--- config.mk ---
export PLATFORM = sky130hd
export DESIGN_NAME = lsq_dcache_sched
export DESIGN_NICKNAME = d
export VERILOG_FILES = /design/src/rtl/lsq_dcache_sched_pkg.sv /design/src/rtl/lsq_starve_ctr.sv /design/src/rtl/lsq_dcache_sched.sv
export SDC_FILE = /design/constraint.sdc
export NUM_CORES = 1
export LEC_CHECK = 0
export ABC_AREA = 1
export BUFFER_PORTS_ARGS = -buffer_cell sky130_fd_sc_hd__buf_4
export CAP_MARGIN = 0
export CORE_MARGIN = 3
export CORE_UTILIZATION = 40
export DETAILED_ROUTE_END_ITERATION = 7
export PLACE_DENSITY = 0.75
export SLEW_MARGIN = 5
export SYNTH_ARGS = -nofsm -noshare
export SYNTH_HDL_FRONTEND = slang
export SYNTH_SLANG_ARGS = --single-unit
--- constraint.sdc ---
create_clock -name clk -period 7.1 [get_ports clk]
set_clock_uncertainty 0.15 [all_clocks]
set_input_delay 1.065 -clock clk [delete_from_list [all_inputs] [get_ports clk]]
set_output_delay 1.065 -clock clk [all_outputs]
set_load 0.005 [all_outputs]
--- src/rtl/lsq_dcache_sched_pkg.sv ---
// Shared definitions for the LSU data-cache port scheduler.
// Holds the scheduler state encoding, the default store-starvation limit
// and a helper that sizes the starvation counter.
package lsq_dcache_sched_pkg;

  typedef enum logic [2:0] {
    S_IDLE,
    S_LD_REQ,
    S_LD_WAIT,
    S_FWD,
    S_ST_REQ,
    S_ST_WAIT,
    S_DRAIN
  } sched_state_t;

  localparam int unsigned STARVE_MAX_DEF = 4;

  // Bits needed to count 0..max inclusive (at least one bit).
  function automatic int unsigned ctr_width(input int unsigned max);
    return (max < 2) ? 1 : $clog2(max + 1);
  endfunction

endpackage

--- src/rtl/lsq_starve_ctr.sv ---
// Saturating counter of consecutive load grants while a store waits.
// Ports: clk, rst (async, active-high), inc (count one load grant),
// clr (store granted, restart), at_max (counter has reached MAX).
module lsq_starve_ctr
  import lsq_dcache_sched_pkg::*;
#(
  parameter int unsigned MAX = STARVE_MAX_DEF
) (
  input  logic clk,
  input  logic rst,
  input  logic inc,
  input  logic clr,
  output logic at_max
);

  localparam int unsigned W = ctr_width(MAX);
  localparam logic [W-1:0] MAX_V = W'(MAX);

  logic [W-1:0] count;

  always_ff @(posedge clk or posedge rst) begin
    if (rst) begin
      count <= '0;
    end else if (clr) begin
      count <= '0;
    end else if (inc && (count != MAX_V)) begin
      count <= count + W'(1);
    end
  end

  assign at_max = (count == MAX_V);

endmodule

--- src/rtl/lsq_dcache_sched.sv ---
// Shares the single data-cache port between load issue and committed-store
// drain. One memory operation is in flight at a time. Loads that hit an
// older store are served from the SDQ without touching the cache.
// Ports:
//   i_ld_*  / o_ld_ready   load candidate from the LAQ and its accept
//   i_fwd_* / o_sdq_raddr  store-to-load forwarding hit and SDQ read port
//   i_st_*  / o_st_ready   committed store at SAQ head and its accept
//   o_dc_* / i_dc_*        cache request/grant/response
//   i_kill                 pipeline flush of the in-flight load
//   o_wb_*                 registered one-cycle load writeback
//   o_st_done / o_st_saq   registered one-cycle store completion
//   o_busy                 scheduler not idle
module lsq_dcache_sched
  import lsq_dcache_sched_pkg::*;
#(
  parameter int unsigned WIDTH_SAQ  = 2,
  parameter int unsigned WIDTH_LAQ  = 2,
  parameter int unsigned WIDTH_REG  = 7,
  parameter int unsigned WIDTH_ADDR = 32,
  parameter int unsigned WIDTH_DATA = 32,
  parameter int unsigned STARVE_MAX = STARVE_MAX_DEF
) (
  input  logic                  clk,
  input  logic                  rst,
  input  logic                  i_ld_valid,
  output logic                  o_ld_ready,
  input  logic [WIDTH_ADDR-1:0] i_ld_addr,
  input  logic [WIDTH_REG-1:0]  i_ld_rd,
  input  logic [WIDTH_LAQ-1:0]  i_ld_idx,
  input  logic                  i_fwd_hit,
  input  logic [WIDTH_SAQ-1:0]  i_fwd_sdq,
  input  logic                  i_st_valid,
  output logic                  o_st_ready,
  input  logic [WIDTH_ADDR-1:0] i_st_addr,
  input  logic [WIDTH_DATA-1:0] i_st_data,
  input  logic [WIDTH_SAQ-1:0]  i_st_idx,
  input  logic                  i_saq_full,
  output logic [WIDTH_SAQ-1:0]  o_sdq_raddr,
  input  logic [WIDTH_DATA-1:0] i_sdq_rdata,
  output logic                  o_dc_req,
  output logic                  o_dc_we,
  output logic [WIDTH_ADDR-1:0] o_dc_addr,
  output logic [WIDTH_DATA-1:0] o_dc_wdata,
  input  logic                  i_dc_gnt,
  input  logic                  i_dc_rvalid,
  input  logic [WIDTH_DATA-1:0] i_dc_rdata,
  input  logic                  i_kill,
  output logic                  o_wb_valid,
  output logic [WIDTH_REG-1:0]  o_wb_rd,
  output logic [WIDTH_DATA-1:0] o_wb_data,
  output logic [WIDTH_LAQ-1:0]  o_wb_laq,
  output logic                  o_st_done,
  output logic [WIDTH_SAQ-1:0]  o_st_saq,
  output logic                  o_busy
);

  sched_state_t          state;
  logic                  at_max;
  logic                  st_win;
  logic                  ld_win;
  logic                  st_acc;
  logic                  ld_acc;
  logic [WIDTH_ADDR-1:0] addr_q;
  logic [WIDTH_DATA-1:0] data_q;
  logic [WIDTH_REG-1:0]  rd_q;
  logic [WIDTH_LAQ-1:0]  laq_q;
  logic [WIDTH_SAQ-1:0]  saq_q;
  logic [WIDTH_SAQ-1:0]  sdq_q;
  logic                  dc_req_q;
  logic                  dc_we_q;

  // Stores win when the SAQ is full, when loads have starved them long
  // enough, or when no load competes.
  always_comb begin
    st_win = i_st_valid && (i_saq_full || at_max || !i_ld_valid);
    ld_win = !st_win && i_ld_valid && !i_kill;
  end

  // Accepts are gated by rst so ready stays low while reset is held.
  assign st_acc     = (state == S_IDLE) && !rst && st_win;
  assign ld_acc     = (state == S_IDLE) && !rst && ld_win;
  assign o_st_ready = st_acc;
  assign o_ld_ready = ld_acc;
  assign o_busy     = (state != S_IDLE);

  // The SDQ read is synchronous, so the address must be presented in the
  // accept cycle for data to arrive during FWD.
  assign o_sdq_raddr = (ld_acc && i_fwd_hit) ? i_fwd_sdq : sdq_q;

  assign o_dc_req   = dc_req_q;
  assign o_dc_we    = dc_we_q;
  assign o_dc_addr  = addr_q;
  assign o_dc_wdata = data_q;

  lsq_starve_ctr #(
    .MAX(STARVE_MAX)
  ) u_starve (
    .clk   (clk),
    .rst   (rst),
    .inc   (ld_acc && i_st_valid),
    .clr   (st_acc),
    .at_max(at_max)
  );

  always_ff @(posedge clk or posedge rst) begin
    if (rst) begin
      state      <= S_IDLE;
      addr_q     <= '0;
      data_q     <= '0;
      rd_q       <= '0;
      laq_q      <= '0;
      saq_q      <= '0;
      sdq_q      <= '0;
      dc_req_q   <= 1'b0;
      dc_we_q    <= 1'b0;
      o_wb_valid <= 1'b0;
      o_wb_rd    <= '0;
      o_wb_data  <= '0;
      o_wb_laq   <= '0;
      o_st_done  <= 1'b0;
      o_st_saq   <= '0;
    end else begin
      o_wb_valid <= 1'b0;
      o_st_done  <= 1'b0;
      case (state)
        S_IDLE: begin
          if (st_acc) begin
            addr_q   <= i_st_addr;
            data_q   <= i_st_data;
            saq_q    <= i_st_idx;
            dc_req_q <= 1'b1;
            dc_we_q  <= 1'b1;
            state    <= S_ST_REQ;
          end else if (ld_acc) begin
            addr_q <= i_ld_addr;
            rd_q   <= i_ld_rd;
            laq_q  <= i_ld_idx;
            if (i_fwd_hit) begin
              sdq_q <= i_fwd_sdq;
              state <= S_FWD;
            end else begin
              dc_req_q <= 1'b1;
              dc_we_q  <= 1'b0;
              state    <= S_LD_REQ;
            end
          end
        end
        S_LD_REQ: begin
          // A kill that coincides with the grant still owes the cache a
          // response, so it must be drained.
          if (i_kill) begin
            dc_req_q <= 1'b0;
            state    <= i_dc_gnt ? S_DRAIN : S_IDLE;
          end else if (i_dc_gnt) begin
            dc_req_q <= 1'b0;
            state    <= S_LD_WAIT;
          end
        end
        S_LD_WAIT: begin
          if (i_dc_rvalid) begin
            if (!i_kill) begin
              o_wb_valid <= 1'b1;
              o_wb_data  <= i_dc_rdata;
              o_wb_rd    <= rd_q;
              o_wb_laq   <= laq_q;
            end
            state <= S_IDLE;
          end else if (i_kill) begin
            state <= S_DRAIN;
          end
        end
        S_FWD: begin
          if (!i_kill) begin
            o_wb_valid <= 1'b1;
            o_wb_data  <= i_sdq_rdata;
            o_wb_rd    <= rd_q;
            o_wb_laq   <= laq_q;
          end
          state <= S_IDLE;
        end
        S_ST_REQ: begin
          if (i_dc_gnt) begin
            dc_req_q <= 1'b0;
            dc_we_q  <= 1'b0;
            state    <= S_ST_WAIT;
          end
        end
        S_ST_WAIT: begin
          if (i_dc_rvalid) begin
            o_st_done <= 1'b1;
            o_st_saq  <= saq_q;
            state     <= S_IDLE;
          end
        end
        S_DRAIN: begin
          if (i_dc_rvalid) begin
            state <= S_IDLE;
          end
        end
        default: state <= S_IDLE;
      endcase
    end
  end

endmodule

* After elaboration in Yosys (flattened, before gate mapping)
Cells that the tools add are included.
Word-level totals: register bits 130, input port bits 182, logic and storage cells 110
Operators by class: add/sub/neg operators 1, eq/ne operators 17, muxes and demuxes 42, bitwise logic cells 1, reductions and logical operators 33
Operators with widths (count):
- 32-bit two-way mux | 5
- 32-bit one-hot mux with 2 select lines | 1
- 3-bit two-way mux | 11
- 3-bit != test (second input constant) | 5
- 3-bit one-hot mux with 5 select lines | 1
- 7-bit two-way mux | 2
- 7-bit one-hot mux with 2 select lines | 1
- 1-bit two-way mux | 13
- 3-bit == test (second input constant) | 4
- 4-bit AND reduction | 3
- 1-bit logical AND | 9
- 2-bit two-way mux | 4
- 2-bit != test (second input constant) | 4
- 2-bit AND reduction | 4
- 2-bit nonzero test | 4
- 3-bit by 2-bit == test with 1-bit output (second input constant) | 2
- 3-bit AND reduction | 2
- 3-bit nonzero test | 2
- 5-bit AND reduction | 1
- 1-bit zero test | 4
- 1-bit one-hot mux with 2 select lines | 2
- 2-bit one-hot mux with 2 select lines | 1
- 3-bit by 1-bit adder with 3-bit output (second input constant) | 1
- 3-bit by 1-bit == test with 1-bit output (second input constant) | 1
- other kinds (6) | 7

* Logic depth before layout (Yosys ltp)
word-level depth 12, gate-level depth with buffers 11

* Cells and area by module
From an unflattened synthesis, not the netlist that was laid out.
Second synthesis, totals: cell total of the unflattened synthesis 694, area, all modules 5815.6 µm²
Modules (own cells, without submodules):
- lsq_dcache_sched | times used 1, cells each 668, area an instance 5626.6 µm², sequential area each 3178.0 µm²
- lsq_starve_ctr | times used 1, cells each 26, area an instance 188.9 µm², sequential area each 75.1 µm²

* Worst setup path before layout
Ideal clock, no wire load.
path kind input to output, from in rst, to out o_sdq_raddr[0], arrival 4.956 ns, required time 5.885 ns, path slack 0.929 ns, stages on the path 7, path buffers 1, path through inv_1 > nand3_2 > nor2_2 > nand2_2 > buf_2 > o21ai_0 > nand2_1
On the way: cells in the longest elaborated chain, start to end 5
Ends and longest elaborated chain:
- start, declared | RTL line lsq_dcache_sched.sv:24 | input logic rst,
- 1-bit zero test (no source line)
- 1-bit logical AND (2 in a row) | RTL line lsq_dcache_sched.sv:81 | assign ld_acc = (state == S_IDLE) && !rst && ld_win;
- 1-bit logical AND | RTL line lsq_dcache_sched.sv:88 | assign o_sdq_raddr = (ld_acc && i_fwd_hit) ? i_fwd_sdq : sdq_q;
- 2-bit two-way mux | RTL line lsq_dcache_sched.sv:88
- end, declared | RTL line lsq_dcache_sched.sv:38 | output logic [WIDTH_SAQ-1:0] o_sdq_raddr,
No other way between the ends.

* Final worst setup path
from in rst, to out o_ld_ready
On the way: cells in the longest elaborated chain, start to end 3
Ends and longest elaborated chain:
- 1-bit zero test (no source line)
- 1-bit logical AND (2 in a row) | RTL line lsq_dcache_sched.sv:81
- end, declared | RTL line lsq_dcache_sched.sv:26 | output logic o_ld_ready,
No other way between the ends.

==> metrics.txt <==
status=finished, final reports clean; Worst Path Max Fanout=between 50 and 60; leakage=4.49 nW; CTS tree=done; Fin Setup TNS=0 ps; Worst Max-Slew Pin Slew=1080 ps; Via density=4.92; Synth cell types=24; crit path kind=in2out; share of layout cells above drive strength 1=34.9%; minimum clock period=around 3900 ps; initial antenna violation count=0; CP cell instances=buf_4 -> inv_6 -> nand3_2 -> nor2_2 -> nand2_2 -> inv_1 -> buf_4; row count=42; Setup Buffers After CTS=0; pwr dens=400 nW/um^2; CTS clk-pin slew, worst paths=50 ps; DRT iter0 DRCs=356; RSZ-0062 raised after global routing=false; post_cts resized=0; fin area=8540 sq um; Synth Area per Inst=a little over 8 sq um; Synth Net Count=867; Hold Path Class=reg2reg; Worst R2R Setup Slack=3440 ps; Final WS setup=3190 ps; Synth top cells by count=277 x nand2_1, 130 x dfrtp_1, 44 x o21ai_0; residual DRC count=0; CTS max path bufs=2; crit-path most repeated cell=buf_4; Setup crit end kind=primary output; Worst slew margin=between 20% and 30%; Hold Violations, Final=0; Post-synth EDFFs=0; placed cell area=7980 sq um; hpwl dp=12,500 um; Post-Syn Instances=683; Max Fclk=256 MHz; CTS Buf Count=17; Ys Warns=0; drt pass-1 iters=6; post-place setup slack=3150 ps; number of diodes=0; synth-to-layout area growth=50.3%; Synth area leader=dfrtp_1; mean routed wirelength per cell=around 15 um; share of the synthesized area in the top cell type=57.3%; sequential area share after synthesis=57.3%; Placeable Area=13,600 sq um; maxcap violations=0; pin count of the biggest net entering global routing=77; hold bufs inserted after CTS=0; htree depth=4; period utilisation layout=55.0%; GPL Wtd Cong=0.863; Via Count=5,658; fillers=1,247; GRT Residual Overflow=0; Die W=approximately 130 um; Worst EP required=5880 ps; first-pass GRT wire length=27,400 um; CTS root buf=clkbuf_16; clk_lat worst skew=about 400 ps; Async S/R FF share, synth=100%; Synth Flop Type=dfrtp_1; most instantiated library cell after synthesis=nand2_1; CP Buf/Inv Count=4; port bufs=a little under 300; die area=15,700 sq um; Antenna Nets Post-Route=0; worst path arrival time=2690 ps; hold slack=about 320 ps; Net count, final=1,146; clk sink count=130; Ports=298; number of global-route vias before repair=about 5,400; Setup Viol. Count Final=0; Die H=125 um; worst vdd ir=0.187 mV; Final Slew Violations=0; synthesized area=5680 sq um; delay-heaviest family, CP=buffers and inverters; Area contributors post-synth=dfrtp_1 57%, nand2_1 18%, o21ai_0 3.9%, a31oi_1 3.5%, a21oi_1 3.2%; synthesis-stage register bit count=between 100 and 150; CP Launch Type=input pin; total length of routed wires=17,600 um; Initial Util=a little over two fifths; Critical-path top delay cell=inv_6; CP peak stage delay=380 ps; All-Layer GR Usage=21.6%
## registers in the layout, indices dropped and copies added, names as in the netlist, 3 cells and up
name and flops:
o_dc_addr 32, o_dc_wdata 32, o_wb_data 32, o_wb_rd 7, rd_q 7, state 3, u_starve.count 3
## worst min-delay path, delay by kind of cell, from the launching register on
family           cells  cell delay, ps
and+or+nand+nor      2             100
DFF                  1             340
## cell type report
cell class | instances | area [sq um] | share of cell area [%]
Clock buffer | 24 | 482 | 5.64
Clock inverter | 6 | 80.1 | 0.938
Inverter | 22 | 87.6 | 1.03
Multi-Input combinational cell | 490 | 2160 | 25.2
Sequential cell | 130 | 3250 | 38.1
Tap cell | 176 | 220 | 2.58
Timing Repair Buffer | 301 | 2260 | 26.5
## logic make-up after synthesis
family | synth area share (%)
AOI/OAI and AO/OA | 13.5
xor gates and xnor gates | 0.154
adders and majority gates | 0.441
buffers and inverters | 4.89
DFF | 57.3
and+or+nand+nor | 23.7
## routing by layer
metal,vias up,track usage (%),part of all wire (%)
met5,-,0,0
met4,0,9.18,3.1
met3,39,6.74,8.4
met2,251,34.3,48
met1,2600,27.5,40
li1,2768,-,-
## path summary, 6_finish.rpt
check | end | cells after the start | start
worst max-delay path | o_ld_ready | 7 | rst
worst min-delay path | o_wb_rd[1]$_DFFE_PP0P_ | 2 | rd_q[1]$_DFFE_PP0P_
worst max register to register | o_wb_data[14]$_DFFE_PP0P_ | 6 | state[1]$_DFFE_PP0P_
worst min register to register | o_wb_rd[1]$_DFFE_PP0P_ | 2 | rd_q[1]$_DFFE_PP0P_
max in group asynchronous | state[1]$_DFFE_PP0P_ | 3 | rst
min in group asynchronous | o_wb_rd[3]$_DFFE_PP0P_ | 2 | rst
## layout by cell type, fill, tap and decap left out, types with 2 or more instances in the layout
master and instances:
buf_4 301, nand2_1 276, dfrtp_1 130, o21ai_0 44, nor2_1 40, a21oi_1 36
a31oi_1 32, o21ai_1 30, inv_1 18, clkbuf_16 17, nand3_1 16, clkbuf_1 4
clkinv_2 4, nor2_4 3, inv_2 3, nand2_2 3, clkbuf_8 3, nand3_2 2
ha_1 2, bufinv_16 2
## metrics by stage
stage	total power [mW]	instances	util (%)
global route	3.65	1149	63.0
global placement	2.57	1119	58.8
finish	3.41	1149	63.0
CTS	3.45	1149	63.0
floorplan	1.88	683	-
detailed placement	2.60	1119	58.8
## where the power goes
| group | leakage (nW) | internal [mW] | switching (mW) |
|---|---|---|---|
| logic | 2.62 | 0.654 | 0.633 |
| registers | 1.59 | 1.09 | 0.204 |
| clock network | 0.280 | 0.539 | 0.297 |
Power figures use the tool's default switching activity.
